`src/rtl/multicycle_seq.sv`:
```
`default_nettype none
// ============================================================================
// multicycle_seq : multicycle instruction sequencer with fetch/data memory
//                  handshakes, acknowledge timeout and a retired counter.
// Revision       : 1.0 - initial release
// ============================================================================
module multicycle_seq #(
    parameter int TIMEOUT = 15
) (
    input  logic        clk,
    input  logic        rst_n,
    input  logic        run,
    input  logic [1:0]  ir_op,
    input  logic        zero,
    output logic        imem_req,
    input  logic        imem_ack,
    output logic        dmem_req,
    input  logic        dmem_ack,
    output logic [7:0]  ctrl,
    output logic        ir_we,
    output logic        pc_we,
    output logic        pc_sel_br,
    output logic        reg_we,
    output logic [2:0]  state,
    output logic        err,
    output logic [15:0] retired
);

    localparam logic [7:0] C_WAIT_LAST = 8'(TIMEOUT - 1);

    localparam logic [1:0] C_OP_RTYPE  = 2'b00;
    localparam logic [1:0] C_OP_LOAD   = 2'b01;
    localparam logic [1:0] C_OP_STORE  = 2'b10;
    localparam logic [1:0] C_OP_BRANCH = 2'b11;

    typedef enum logic [2:0] {
        S_IDLE   = 3'd0,
        S_FETCH  = 3'd1,
        S_DECODE = 3'd2,
        S_EXEC   = 3'd3,
        S_MEM    = 3'd4,
        S_WB     = 3'd5,
        S_ERR    = 3'd6,
        S_BAD    = 3'd7
    } state_t;

    state_t      state_q, state_d;
    logic [1:0]  op_q, op_d;
    logic [7:0]  wait_q, wait_d;
    logic [15:0] retired_q;
    logic        w_retire;

    // {RegDst, RegWrite, ALUSrc, Branch, MemRead, MemWrite, MemtoReg, ALUOp}
    function automatic logic [7:0] decode_ctrl(input logic [1:0] op);
        logic [7:0] v;
        case (op)
            C_OP_RTYPE:  v = 8'b1100_0001;
            C_OP_LOAD:   v = 8'b0110_1010;
            C_OP_STORE:  v = 8'b0010_0100;
            default:     v = 8'b0001_0000;
        endcase
        return v;
    endfunction

    always_comb begin
        state_d   = state_q;
        op_d      = op_q;
        wait_d    = 8'd0;
        w_retire  = 1'b0;
        imem_req  = 1'b0;
        dmem_req  = 1'b0;
        ctrl      = 8'd0;
        ir_we     = 1'b0;
        pc_we     = 1'b0;
        pc_sel_br = 1'b0;
        reg_we    = 1'b0;

        case (state_q)
            S_IDLE: begin
                if (run) begin
                    state_d = S_FETCH;
                end
            end
            S_FETCH: begin
                imem_req = 1'b1;
                // An acknowledge on the final allowed cycle still wins.
                if (imem_ack) begin
                    ir_we   = 1'b1;
                    state_d = S_DECODE;
                end else if (wait_q == C_WAIT_LAST) begin
                    state_d = S_ERR;
                end else begin
                    wait_d = wait_q + 8'd1;
                end
            end
            S_DECODE: begin
                // op_q is being loaded this cycle, so decode the live field.
                op_d    = ir_op;
                ctrl    = decode_ctrl(ir_op);
                state_d = S_EXEC;
            end
            S_EXEC: begin
                ctrl = decode_ctrl(op_q);
                case (op_q)
                    C_OP_RTYPE: state_d = S_WB;
                    C_OP_LOAD,
                    C_OP_STORE: state_d = S_MEM;
                    default: begin
                        pc_we     = 1'b1;
                        pc_sel_br = zero;
                        w_retire  = 1'b1;
                        state_d   = run ? S_FETCH : S_IDLE;
                    end
                endcase
            end
            S_MEM: begin
                ctrl     = decode_ctrl(op_q);
                dmem_req = 1'b1;
                if (dmem_ack) begin
                    if (op_q == C_OP_LOAD) begin
                        state_d = S_WB;
                    end else begin
                        pc_we    = 1'b1;
                        w_retire = 1'b1;
                        state_d  = run ? S_FETCH : S_IDLE;
                    end
                end else if (wait_q == C_WAIT_LAST) begin
                    state_d = S_ERR;
                end else begin
                    wait_d = wait_q + 8'd1;
                end
            end
            S_WB: begin
                ctrl     = decode_ctrl(op_q);
                reg_we   = 1'b1;
                pc_we    = 1'b1;
                w_retire = 1'b1;
                state_d  = run ? S_FETCH : S_IDLE;
            end
            S_ERR: begin
                state_d = S_ERR;
            end
            default: begin
                state_d = S_ERR;
            end
        endcase
    end

    always_ff @(posedge clk) begin
        if (!rst_n) begin
            state_q   <= S_IDLE;
            op_q      <= 2'b00;
            wait_q    <= 8'd0;
            retired_q <= 16'd0;
        end else begin
            state_q <= state_d;
            op_q    <= op_d;
            wait_q  <= wait_d;
            if (w_retire) begin
                retired_q <= retired_q + 16'd1;
            end
        end
    end

    assign state   = state_q;
    assign err     = (state_q == S_ERR);
    assign retired = retired_q;

endmodule
`default_nettype wire

```
`config.mk`:
```
export PLATFORM = sky130hd
export DESIGN_NAME = multicycle_seq
export DESIGN_NICKNAME = d
export VERILOG_FILES = /design/src/rtl/multicycle_seq.sv
export SDC_FILE = /design/constraint.sdc
export NUM_CORES = 1
export LEC_CHECK = 0
export BUFFER_PORTS_ARGS = -buffer_cell sky130_fd_sc_hd__clkbuf_2
export CAP_MARGIN = 20
export CELL_PAD_IN_SITES_DETAIL_PLACEMENT = 2
export CELL_PAD_IN_SITES_GLOBAL_PLACEMENT = 2
export CORE_ASPECT_RATIO = 0.5
export CORE_MARGIN = 2
export CORE_UTILIZATION = 34
export DETAILED_ROUTE_END_ITERATION = 10
export HOLD_SLACK_MARGIN = 0.05
export PLACE_DENSITY_LB_ADDON = 0.1
export SYNTH_ARGS = -nofsm -noshare
export SYNTH_HDL_FRONTEND = slang
export SYNTH_SLANG_ARGS = --single-unit
```
`constraint.sdc`:
```
create_clock -name clk -period 3.4 [get_ports clk]
set_input_delay 0 -clock clk [delete_from_list [all_inputs] [get_ports clk]]
set_output_delay 0 -clock clk [all_outputs]
set_load 0.02 [all_outputs]
```
Yosys cells after proc, flatten, opt, wreduce, memory -nomap -nowiden
Cells that the tools add are included.
{"block": "classes", "n_mux": 26, "addsub": 2, "n_eq_ne": 12, "reduce_logical": 6}
{"op": "$pmux 8 s3", "count": 2}
{"op": "$pmux 8 s2", "count": 2}
{"op": "$mux 8", "count": 3}
{"op": "$pmux 3 s6", "count": 1}
{"op": "$add 16x1->16 const B", "count": 1}
{"op": "$mux 3", "count": 5}
{"op": "$mux 1", "count": 11}
{"op": "$eq 3x3->1 const B", "count": 3}
{"op": "$add 8x1->8 const B", "count": 1}
{"op": "$eq 8x4->1 const B", "count": 1}
{"op": "$eq 3x2->1 const B", "count": 2}
{"op": "$pmux 3 s2", "count": 1}
{"op": "$reduce_or 3->1", "count": 2}
{"op": "$eq 2x1->1 const B", "count": 2}
{"op": "$eq 2x2->1 const B", "count": 2}
{"op": "$logic_not 2->1", "count": 2}
{"op": "$eq 3x1->1 const B", "count": 1}
{"op": "$logic_not 3->1", "count": 1}
{"op": "$pmux 1 s3", "count": 1}
{"op": "$ne 2x2->1 const B", "count": 1}
{"op": "$reduce_or 2->1", "count": 1}
{"block": "word_totals", "elab_cells": 50, "register_bits": 29, "inputBits": 8}

Logic depth before layout (Yosys ltp)
Gate-level depths: netlist of run 1.
{"block": "depth", "depth_word": 4, "ltp_mapped": 7, "ltp_nobuf": 7}

Worst setup path after synthesis of run 1
OpenSTA, ideal clock, no wires.
{"block": "synth_timing", "path_type": "register to output", "startpoint": "reg state_q[0] (netlist: state[0])", "endpoint": "out ctrl[7]", "arrival_time_ps": 1985, "path_buffers": 3, "required_ps": 3400, "stages_incl_launch_ff": 6, "path_slack_ps": 1415, "cell_sequence": "dfxtp_1 buf_2 buf_1 mux2i_1 o21ai_0 buf_4"}
{"block": "synth_via", "elab_chain_len": 3, "elab_cells_between_ends": 6}
{"element": "from (decl)", "line_no": "47", "text": "state_t state_q, state_d;"}
{"element": "from (signal assigned)", "line_no": "156", "text": "state_q <= state_d;"}
{"element": "$eq 3x3->1 / $eq 3x2->1 (equally long branches)", "line_no": "78", "text": "case (state_q)"}
{"element": "$reduce_or 3->1 (no line)"}
{"element": "$pmux 8 s2 *", "line_no": "78"}
{"element": "to (decl)", "line_no": "19", "text": "output logic [7:0] ctrl,"}
Every way passes the cells marked *; elsewhere a longest branch is shown, timed or not.

Final worst setup path of run 1
{"block": "layout_timing", "startpoint": "reg state_q[0] (netlist: state[0])", "endpoint": "reg retired_q[14] (netlist: retired[14])"}
{"block": "layout_via", "elab_chain_len": 2, "elab_cells_between_ends": 4}
{"element": "$eq 3x3->1 / $eq 3x2->1 (equally long branches)", "line_no": "78"}
{"element": "$pmux 1 s3 *", "line_no": "78"}
{"element": "to (signal assigned)", "line_no": "160", "text": "retired_q <= retired_q + 16'd1;"}
{"element": "to (decl)", "line_no": "50", "text": "logic [15:0] retired_q;"}
Marks and branches as above.
A chain may end at the register's enable or synchronous reset.

==> run_results.csv, run 1 <==
group,metric,value,unit
run_status,status,"complete, no violations",
yosys,synthTopCellsByCount,"dfxtp_1, nor2_1, nand2_1",
detailed_routing,routed_wl,4980,microns
yosys,ys_seq_area_frac,0.3148,
finish,fill_cells,583,
global_routing,antenna_found_initial,0,
yosys,synthCells,215,
floorplanning,core,5067,sq um
timing,hold_viol,0,
global_routing,overflow,0,
placement,io_buffer_count,41,
clocking,clk_latency,280,ps
detailed_routing,drc,0,
detailed_routing,wire_per_inst,15.42,microns
setup_path,slowest_stage,"dfxtp_1",
global_routing,grt_first_pass_wirelength,8445,microns
floorplanning,fp.dieW,108.2,microns
setup_path,cp-end-kind,"flip-flop",
clocking,post-cts-setup-buffer-count,0,
finish,area.growth.synth_to_final,17.44,%
floorplanning,initial_core_util,0.3640,
setup_path,crit_family,"flip-flops",
timing,slew_headroom,0.4108,
power_and_ir_drop,irDropWorstVdd,165.0,uV
clocking,clock-sinks,29,
timing,fin_crit_sh,0.6591,
timing,tns,0,ps
floorplanning,die_h,56.08,microns
setup_path,cp_num_buf_inv,0,
finish,stdcell_area,2166,sq um
hold_path,hold_class,"input port to flip-flop",
timing,rsz0062_at_grt,"no",
clocking,cts_resized,0,
placement,post-place-ws,1191,ps
global_routing,grt.met1_usage,0.2461,
global_routing,grt.busiest_layer,"met2",
setup_path,cp-start-kind,"flip-flop",
detailed_routing,drt_iter0_drc,38,
placement,place_congestion,0.7464,
yosys,async_reset_ff_frac,0,
power_and_ir_drop,power.total,0.7169,mW
timing,fmax,0.4462,GHz
floorplanning,die_area,6065,sq um
detailed_routing,firstDrtPassIters,4,
clocking,cts_tree,"yes",
clocking,cts_max_level,2,
finish,stdcell_count,323,
setup_path,crit_chain,"nand4b_4, nor2_1, o21ai_0, xnor2_1, and2_1",
placement,dp_cells,316,
setup_path,required,3570,ps
detailed_routing,routed_via_density,5.127,
setup_path,path_max_fanout,20,
setup_path,arrival,2410,ps
global_routing,met3_usage,0.03981,
clocking,ctsHoldBuffers,0,
yosys,synth-seq-cells,29,
floorplanning,pin_count,42,
timing,fin_ws,1159,ps
clocking,root_buffer,"clkbuf_8",
timing,tightest_slew,882.6,ps
yosys,yosys.cell_types.count,46,
yosys,ys_warn_count,0,
yosys,netlist_area,1844,sq um
run,drv_cap,0,
yosys,syn_area_per_cell,8.578,sq um
timing,skew,4.287,ps
timing,holdWs,82.45,ps
power_and_ir_drop,p_leak,0.9858,nW
placement,dp_hpwl,3803,microns
hold_path,min_from,"run",
global_routing,grt_pass1_vias,1618,
clocking,clk_pin_slew,60,ps
detailed_routing,drt.antenna.violating_nets,0,
setup_path,startpoint,"state[0]",
finish,utilization,0.4274,
yosys,yosys.area.top_type,"dfxtp_1",
yosys,synth_area_leaders,"dfxtp_1, ha_1, and2_1",
power_and_ir_drop,power_density,331.0,nW/um^2
clocking,cts_made_buffers,5,
timing,setup_viol,0,
yosys,synth_nets,237,
setup_path,r2r-start,"state[0]",
placement,place_area,2079,sq um
finish,antenna-diode-count,0,
global_routing,grt_max_degree,23,
yosys,yosysMostFrequentCell,"dfxtp_1",
detailed_routing,vias,1656,
timing,drv_slew,0,
setup_path,max_stage_delay,900,ps
yosys,synth_top_area_frac,0.3148,
global_routing,grt_usage,0.1741,
setup_path,critPathKind,"flip-flop to flip-flop",
finish,drive_above_1_share,0.2134,
timing,min_period,2241,ps
finish,layout.nets,275,
floorplanning,row_count,18,
yosys,synth_edf_count,0,
yosys,yosys_most_used_dff,"dfxtp_1",
global_routing,use_met2,0.2695,
clocking,ctsLongestPathBuffers,2,
[sequential cells by signal, indices dropped and copies added (netlist names)]
name and flops:
retired 16, wait_q 8, state 3, op_q 2
[report_power, final]
part           total [mW]  leakage (nW)  switching, mW  internal [mW]
sequential          0.358         0.234         0.0151          0.343
combinational      0.0702         0.707         0.0426         0.0276
clock               0.288        0.0443          0.128          0.160
[final timing paths]
check | to | slack, ps | cells after the start
setup / recovery | retired[14] | 1160 | 5
setup reg to reg | retired[14] | 1160 | 5
hold / removal | state[2] | 80 | 3
hold reg to reg | wait_q[0] | 500 | 1
[routing by layer]
metal  part of all wire  vias up
met3              0.036        7
met5                  0        -
met1               0.50      813
met2               0.45       25
li1                   -      811
met4             0.0078        0
[tightest hold or removal path, stage by stage]
cell and delay [ps]:
clkbuf_2 110, o41ai_1 110, nor2_1 110
[layout make-up]
type / instances / area (sq um) / area share
flip-flops and latches: 29 / 580.6 / 0.2681
well taps: 70 / 87.58 / 0.04044
clock buffers: 7 / 86.33 / 0.03986
repair buffers: 41 / 205.2 / 0.09474
multi-input cells: 168 / 1176 / 0.5430
inverters: 8 / 30.03 / 0.01386
[logic make-up (layout without fill, tap and decap cells)]
family	count (synthesis)	in the layout	synth area share
AO/OA/AOI/OAI	39	39	0.1540
XOR/XNOR	17	17	0.08073
AND/OR/NAND/NOR	90	90	0.2639
multiplexers	8	8	0.04410
adder cells (fa/ha/maj)	14	14	0.09498
flip-flops	29	29	0.3148
buffers and inverters	18	56	0.04748
[layout by cell type, fill, tap and decap left out, types with 2 or more instances in the layout]
| master | count |
|---|---|
| a211oi_1 | 4 |
| a21boi_0 | 2 |
| a21oi_1 | 4 |
| and2_1 | 19 |
| and3_1 | 2 |
| clkbuf_2 | 41 |
| clkbuf_8 | 6 |
| dfxtp_1 | 29 |
| ha_1 | 14 |
| inv_1 | 8 |
| mux2i_1 | 7 |
| nand2_1 | 20 |
| nand2b_1 | 4 |
| nand3_1 | 5 |
| nand4_1 | 4 |
| nor2_1 | 21 |
| nor2b_1 | 2 |
| nor3_1 | 4 |
| o21ai_0 | 14 |
| o22ai_1 | 2 |
| o41ai_1 | 2 |
| or3_1 | 2 |
| xnor2_1 | 6 |
| xor2_1 | 11 |
Note: power is estimated with default switching activity, not from simulation.
==> run 2, diff against run 1 <==
--- a/config.mk
+++ b/config.mk
@@ -11,7 +11,7 @@
 export CELL_PAD_IN_SITES_GLOBAL_PLACEMENT = 2
 export CORE_ASPECT_RATIO = 0.5
 export CORE_MARGIN = 2
-export CORE_UTILIZATION = 34
+export CORE_UTILIZATION = 31
 export DETAILED_ROUTE_END_ITERATION = 10
 export HOLD_SLACK_MARGIN = 0.05
 export PLACE_DENSITY_LB_ADDON = 0.1
==> constraint.sdc (replaced) <==
create_clock -name clk -period 2.1 [get_ports clk]
set_input_delay 0 -clock clk [delete_from_list [all_inputs] [get_ports clk]]
set_output_delay 0 -clock clk [all_outputs]
set_load 0.02 [all_outputs]
==> run 2 against run 1 <==
  * Via count grew 1.8%
  * The run now ends with design-rule violations left
  * Clock power rose to 2.9 times the previous value
  * Largest power group is now clock
  * Sequential share of layout area shrank 1.7 points
  * Critical endpoint unchanged
==> run_results.csv, run 2 (synthesis gave the netlist of run 1 again) <==
group,metric,value,unit
run_status,status,"complete, but fails checks",
run_status,failed_checks,"design-rule violations",
timing,setup_viol,0,
run,drv_cap,0,
setup_path,arrival,2090,ps
clocking,clk_pin_slew,50,ps
detailed_routing,drc,4,
timing,drv_slew,0,
floorplanning,die_h,58.54,microns
clocking,cts_made_buffers,5,
detailed_routing,drt.antenna.violating_nets,0,
power_and_ir_drop,combPwrFrac,0.091,
power_and_ir_drop,switching_share,0.2228,
finish,stdcell_area,2308,sq um
detailed_routing,drt_iter0_drc,79,
finish,drive_above_1_share,0.2375,
power_and_ir_drop,p_seq_frac,0.367,
detailed_routing,routed_wl,5321,microns
finish,final_common_cell,"clkbuf_2",
timing,fmax,0.5191,GHz
timing,slew_headroom,0.5819,
timing,hold_viol,0,
detailed_routing,vias,1686,
power_and_ir_drop,p_leak,1.062,nW
clocking,clk_latency,270,ps
power_and_ir_drop,power_frac_clock,0.542,
hold_path,hold_class,"input port to flip-flop",
power_and_ir_drop,switchingPower,0.3439,mW
finish,final_cell_mix,"clkbuf_2, dfxtp_1, nor2_1",
setup_path,path_max_fanout,5,
clocking,ctsLongestPathBuffers,2,
global_routing,grt_first_pass_wirelength,8990,microns
detailed_routing,wl_met2,2586,microns
finish,utilization,0.4115,
setup_path,cp-start-kind,"flip-flop",
global_routing,grt_pass1_vias,1780,
finish,antenna-diode-count,0,
finish,largest_register_ffs,16,
timing,rsz0062_at_grt,"no",
setup_path,required,2260,ps
clocking,post-cts-setup-buffer-count,0,
clocking,cts_max_level,2,
detailed_routing,met3_length,220,microns
timing,tns,0,ps
global_routing,antenna_found_initial,0,
finish,layout.nets,282,
clocking,ctsHoldBuffers,0,
detailed_routing,wire_per_inst,15.93,microns
global_routing,grt_max_degree,23,
placement,place_congestion,0.7276,
clocking,root_buffer,"clkbuf_16",
placement,dp_hpwl,4112,microns
floorplanning,core,5610,sq um
power_and_ir_drop,irDropWorstVdd,252.0,uV
placement,place_area,2136,sq um
floorplanning,pin_count,42,
timing,min_period,1927,ps
detailed_routing,routed_via_density,5.048,
floorplanning,fp.dieW,113.1,microns
clocking,cts_resized,0,
floorplanning,initial_core_util,0.3287,
timing,tightest_slew,619.0,ps
detailed_routing,firstDrtPassIters,7,
floorplanning,row_count,19,
global_routing,grt_usage,0.1727,
placement,io_buffer_count,41,
timing,fin_crit_sh,0.9174,
setup_path,cp-end-kind,"flip-flop",
floorplanning,die_area,6620,sq um
finish,area.growth.synth_to_final,25.17,%
clocking,cts_tree,"yes",
timing,skew,4.546,ps
global_routing,overflow,0,
detailed_routing,top_layer,"met4",
clocking,clock-sinks,29,
power_and_ir_drop,cell_internal_pwr,1.200,mW
detailed_routing,met1_length,2488,microns
power_and_ir_drop,power_density,668.7,nW/um^2
setup_path,critPathKind,"flip-flop to flip-flop",
==> run 2: cell count changes in the layout (fill, tap and decap cells not counted) <==
cell / previous run / this run
clkbuf_16: 0 / 5
clkbuf_8: 6 / 1
buf_4: 0 / 7
bufinv_16: 0 / 1
==> run 2: area by class of cell <==
type	instances	area, sq um
multi-input combinational	168	1176
timing repair buffer	48	257.7
sequential	29	580.6
fill	663	3302
clock inverter	1	30.03
inverter	8	30.03
clock buffer	7	142.6
tap	73	91.34
==> run 2: worst max-delay path, stage by stage, from the launching register on <==
cell and delay [ps]:
dfxtp_1 350, inv_1 110, ha_1 230, nor2b_1 320
o2111a_1 350, o21ai_0 140, xnor2_1 160, and2_1 160
==> run 2: per-stage QoR <==
stage	hold slack, ps	worst slack (ps)	power, mW	std cells
finish	125.5	173.5	1.544	334
detailed placement	303.0	193.9	0.7187	326
floorplan	119.4	114.6	0.6687	215
global placement	296.0	298.0	0.7136	326
global route	145.4	2.423	1.613	334
CTS	113.3	129.8	1.568	334
==> run 2: routing by layer <==
metal | up-vias | global-route usage
li1 | 827 | -
met1 | 827 | 0.2205
met4 | 0 | 0.03136
met5 | - | 0
met2 | 28 | 0.3011
met3 | 4 | 0.04737
==> run 2: worst paths after layout <==
| path | from | to | slack [ps] | cells after the start |
|---|---|---|---|---|
| worst min register to register | wait_q[0] | wait_q[0] | 480 | 1 |
| worst max register to register | op_q[1] | retired[14] | 170 | 7 |
| worst max-delay path | op_q[1] | retired[14] | 170 | 7 |
| worst min-delay path | run | state[2] | 130 | 3 |
==> run 2: power groups by stage <==
stage | combinational, mW | sequential [mW] | clock (mW)
global placement | 0.137 | 0.577 | 0
floorplan | 0.0913 | 0.577 | 0
finish | 0.141 | 0.566 | 0.837
detailed placement | 0.141 | 0.577 | 0
CTS | 0.142 | 0.566 | 0.860
global route | 0.157 | 0.567 | 0.890
==> run 3, diff against run 2 <==
--- a/config.mk
+++ b/config.mk
@@ -9,7 +9,6 @@
 export CAP_MARGIN = 20
 export CELL_PAD_IN_SITES_DETAIL_PLACEMENT = 2
 export CELL_PAD_IN_SITES_GLOBAL_PLACEMENT = 2
-export CORE_ASPECT_RATIO = 0.5
 export CORE_MARGIN = 2
 export CORE_UTILIZATION = 31
 export DETAILED_ROUTE_END_ITERATION = 10
==> run 3 against run 2 <==
  * The flow now finishes without violations
  * Largest power group is now registers
  * Clock power down 45%
  * First-iteration DRC count fell by 48%
  * Clock-buffer cell count unchanged
  * Largest cell class unchanged
  * Combinational power down 4%
  * Register-to-register slack gained 20 ps
  * Flip-flop and latch count unchanged
==> run_results.csv, run 3 (synthesis gave the netlist of run 1 again) <==
group,metric,value,unit
power_and_ir_drop,power_density,525.2,nW/um^2
floorplanning,row_count,28,
finish,final_cell_mix,"clkbuf_2, dfxtp_1, nor2_1",
timing,slew_headroom,0.6280,
setup_path,required,2270,ps
detailed_routing,wire_per_inst,14.86,microns
detailed_routing,vias,1629,
global_routing,grt_first_pass_wirelength,8404,microns
power_and_ir_drop,combPwrFrac,0.117,
detailed_routing,routed_wl,4964,microns
detailed_routing,drt_iter0_drc,41,
floorplanning,fp.dieW,81.13,microns
clocking,post-cts-setup-buffer-count,0,
floorplanning,core,5851,sq um
timing,fmax,0.5252,GHz
clocking,clk_pin_slew,60,ps
clocking,cts_tree,"yes",
floorplanning,die_h,81.13,microns
timing,setup_viol,0,
timing,drv_slew,0,
detailed_routing,drt.antenna.violating_nets,0,
power_and_ir_drop,p_seq_frac,0.487,
power_and_ir_drop,power_frac_clock,0.396,
timing,skew,2.784,ps
finish,antenna-diode-count,0,
setup_path,startpoint,"op_q[1]",
timing,hold_viol,0,
setup_path,rr_worst_depth,7,
setup_path,r2r_setup_slack,200,ps
timing,min_period,1904,ps
run,drv_cap,0,
clocking,ctsLongestPathBuffers,2,
setup_path,path_max_fanout,8,
setup_path,r2r_end,"retired[13]",
power_and_ir_drop,p_leak,1.016,nW
setup_path,cp-end-kind,"flip-flop",
timing,tightest_slew,550.8,ps
finish,drive_above_1_share,0.2317,
detailed_routing,firstDrtPassIters,4,
finish,layout.nets,281,
finish,final_common_cell,"clkbuf_2",
setup_path,cp-endpoint,"retired[13]",
floorplanning,pin_count,42,
hold_path,hold_class,"input port to flip-flop",
global_routing,grt_usage,0.1635,
detailed_routing,drc,0,
power_and_ir_drop,switching_share,0.2551,
clocking,cts_max_level,2,
detailed_routing,routed_via_density,4.877,
power_and_ir_drop,cell_internal_pwr,0.8673,mW
clocking,cts_resized,0,
clocking,clock-sinks,29,
clocking,cts_made_buffers,5,
clocking,root_buffer,"clkbuf_8",
setup_path,cp-start-kind,"flip-flop",
floorplanning,die_area,6582,sq um
setup_path,r2r-start,"op_q[1]",
clocking,clk_latency,270,ps
power_and_ir_drop,switchingPower,0.2970,mW
global_routing,overflow,0,
global_routing,grt_pass1_vias,1714,
power_and_ir_drop,power.total,1.164,mW
finish,largest_register_ffs,16,
power_and_ir_drop,irDropWorstVdd,259.0,uV
placement,dp_hpwl,3822,microns
run_status,status,"complete, no violations",
placement,io_buffer_count,41,
timing,tns,0,ps
finish,area.growth.synth_to_final,20.22,%
setup_path,arrival,2070,ps
global_routing,antenna_found_initial,0,
global_routing,grt_max_degree,23,
timing,fin_crit_sh,0.9066,
placement,place_congestion,0.7585,
timing,rsz0062_at_grt,"no",
setup_path,critPathKind,"flip-flop to flip-flop",
clocking,ctsHoldBuffers,0,
floorplanning,initial_core_util,0.3152,
## run 3: cell count changes in the layout (fill, tap and decap cells not counted)
cell / delta
clkbuf_8: +5
bufinv_16: -1
clkbuf_16: -5
buf_4: -1
## run 3: worst min path at each step
| stage | from | endpoint | depth (start not counted) |
|---|---|---|---|
| 3_3_place_gp | zero | pc_sel_br | 4 |
| 4_1_cts | run | state[2] | 3 |
| 3_5_place_dp | zero | pc_sel_br | 4 |
| 6_report | run | state[2] | 3 |
| 2_1_floorplan | zero | pc_sel_br | 2 |
| 5_1_grt | run | state[2] | 3 |
## run 3: cell type report
cell class | instances | area, sq um
fill | 696 | 3633
inverter | 8 | 30.03
timing repair buffer | 47 | 250.2
clock buffer | 7 | 86.33
multi-input combinational | 168 | 1176
sequential | 29 | 580.6
tap | 75 | 93.84
## run 3: power groups by stage
stage	registers [mW]	clock network [mW]	logic, mW
after floorplan	0.577	0	0.0913
final	0.567	0.462	0.136
after detailed placement	0.580	0	0.138
after CTS	0.567	0.486	0.140
after global routing	0.568	0.507	0.154
after global placement	0.579	0	0.137
## run 3: critical path, stage by stage (launching register included)
cell and delay (ps):
dfxtp_1 350, inv_1 110, ha_1 220, nor2b_1 300, o21ai_4 150, a2111oi_4 390
xor2_1 110, and2_1 160
## run 3: routing by layer
layer  part of all wire  vias up  GRT usage
li1                   -      821          -
met1               0.48      778     0.2157
met2               0.48       28     0.2744
met3              0.031        2    0.03111
met4             0.0046        0    0.04068
met5                  0        -          0
## run 3: stage by stage
stage / setup slack, ps / instance area [sq um] / util / cells / hold slack [ps]
4_1_cts: 184.0 / 2217 / 0.3790 / 334 / 67.61
3_5_place_dp: 196.8 / 2131 / 0.3642 / 327 / 322.0
2_1_floorplan: 114.6 / 1844 / - / 215 / 119.4
3_3_place_gp: 245.7 / 2131 / 0.3642 / 327 / 334.6
5_1_grt: 7.657 / 2217 / 0.3790 / 334 / 111.2
6_report: 196.1 / 2217 / 0.3790 / 334 / 75.10
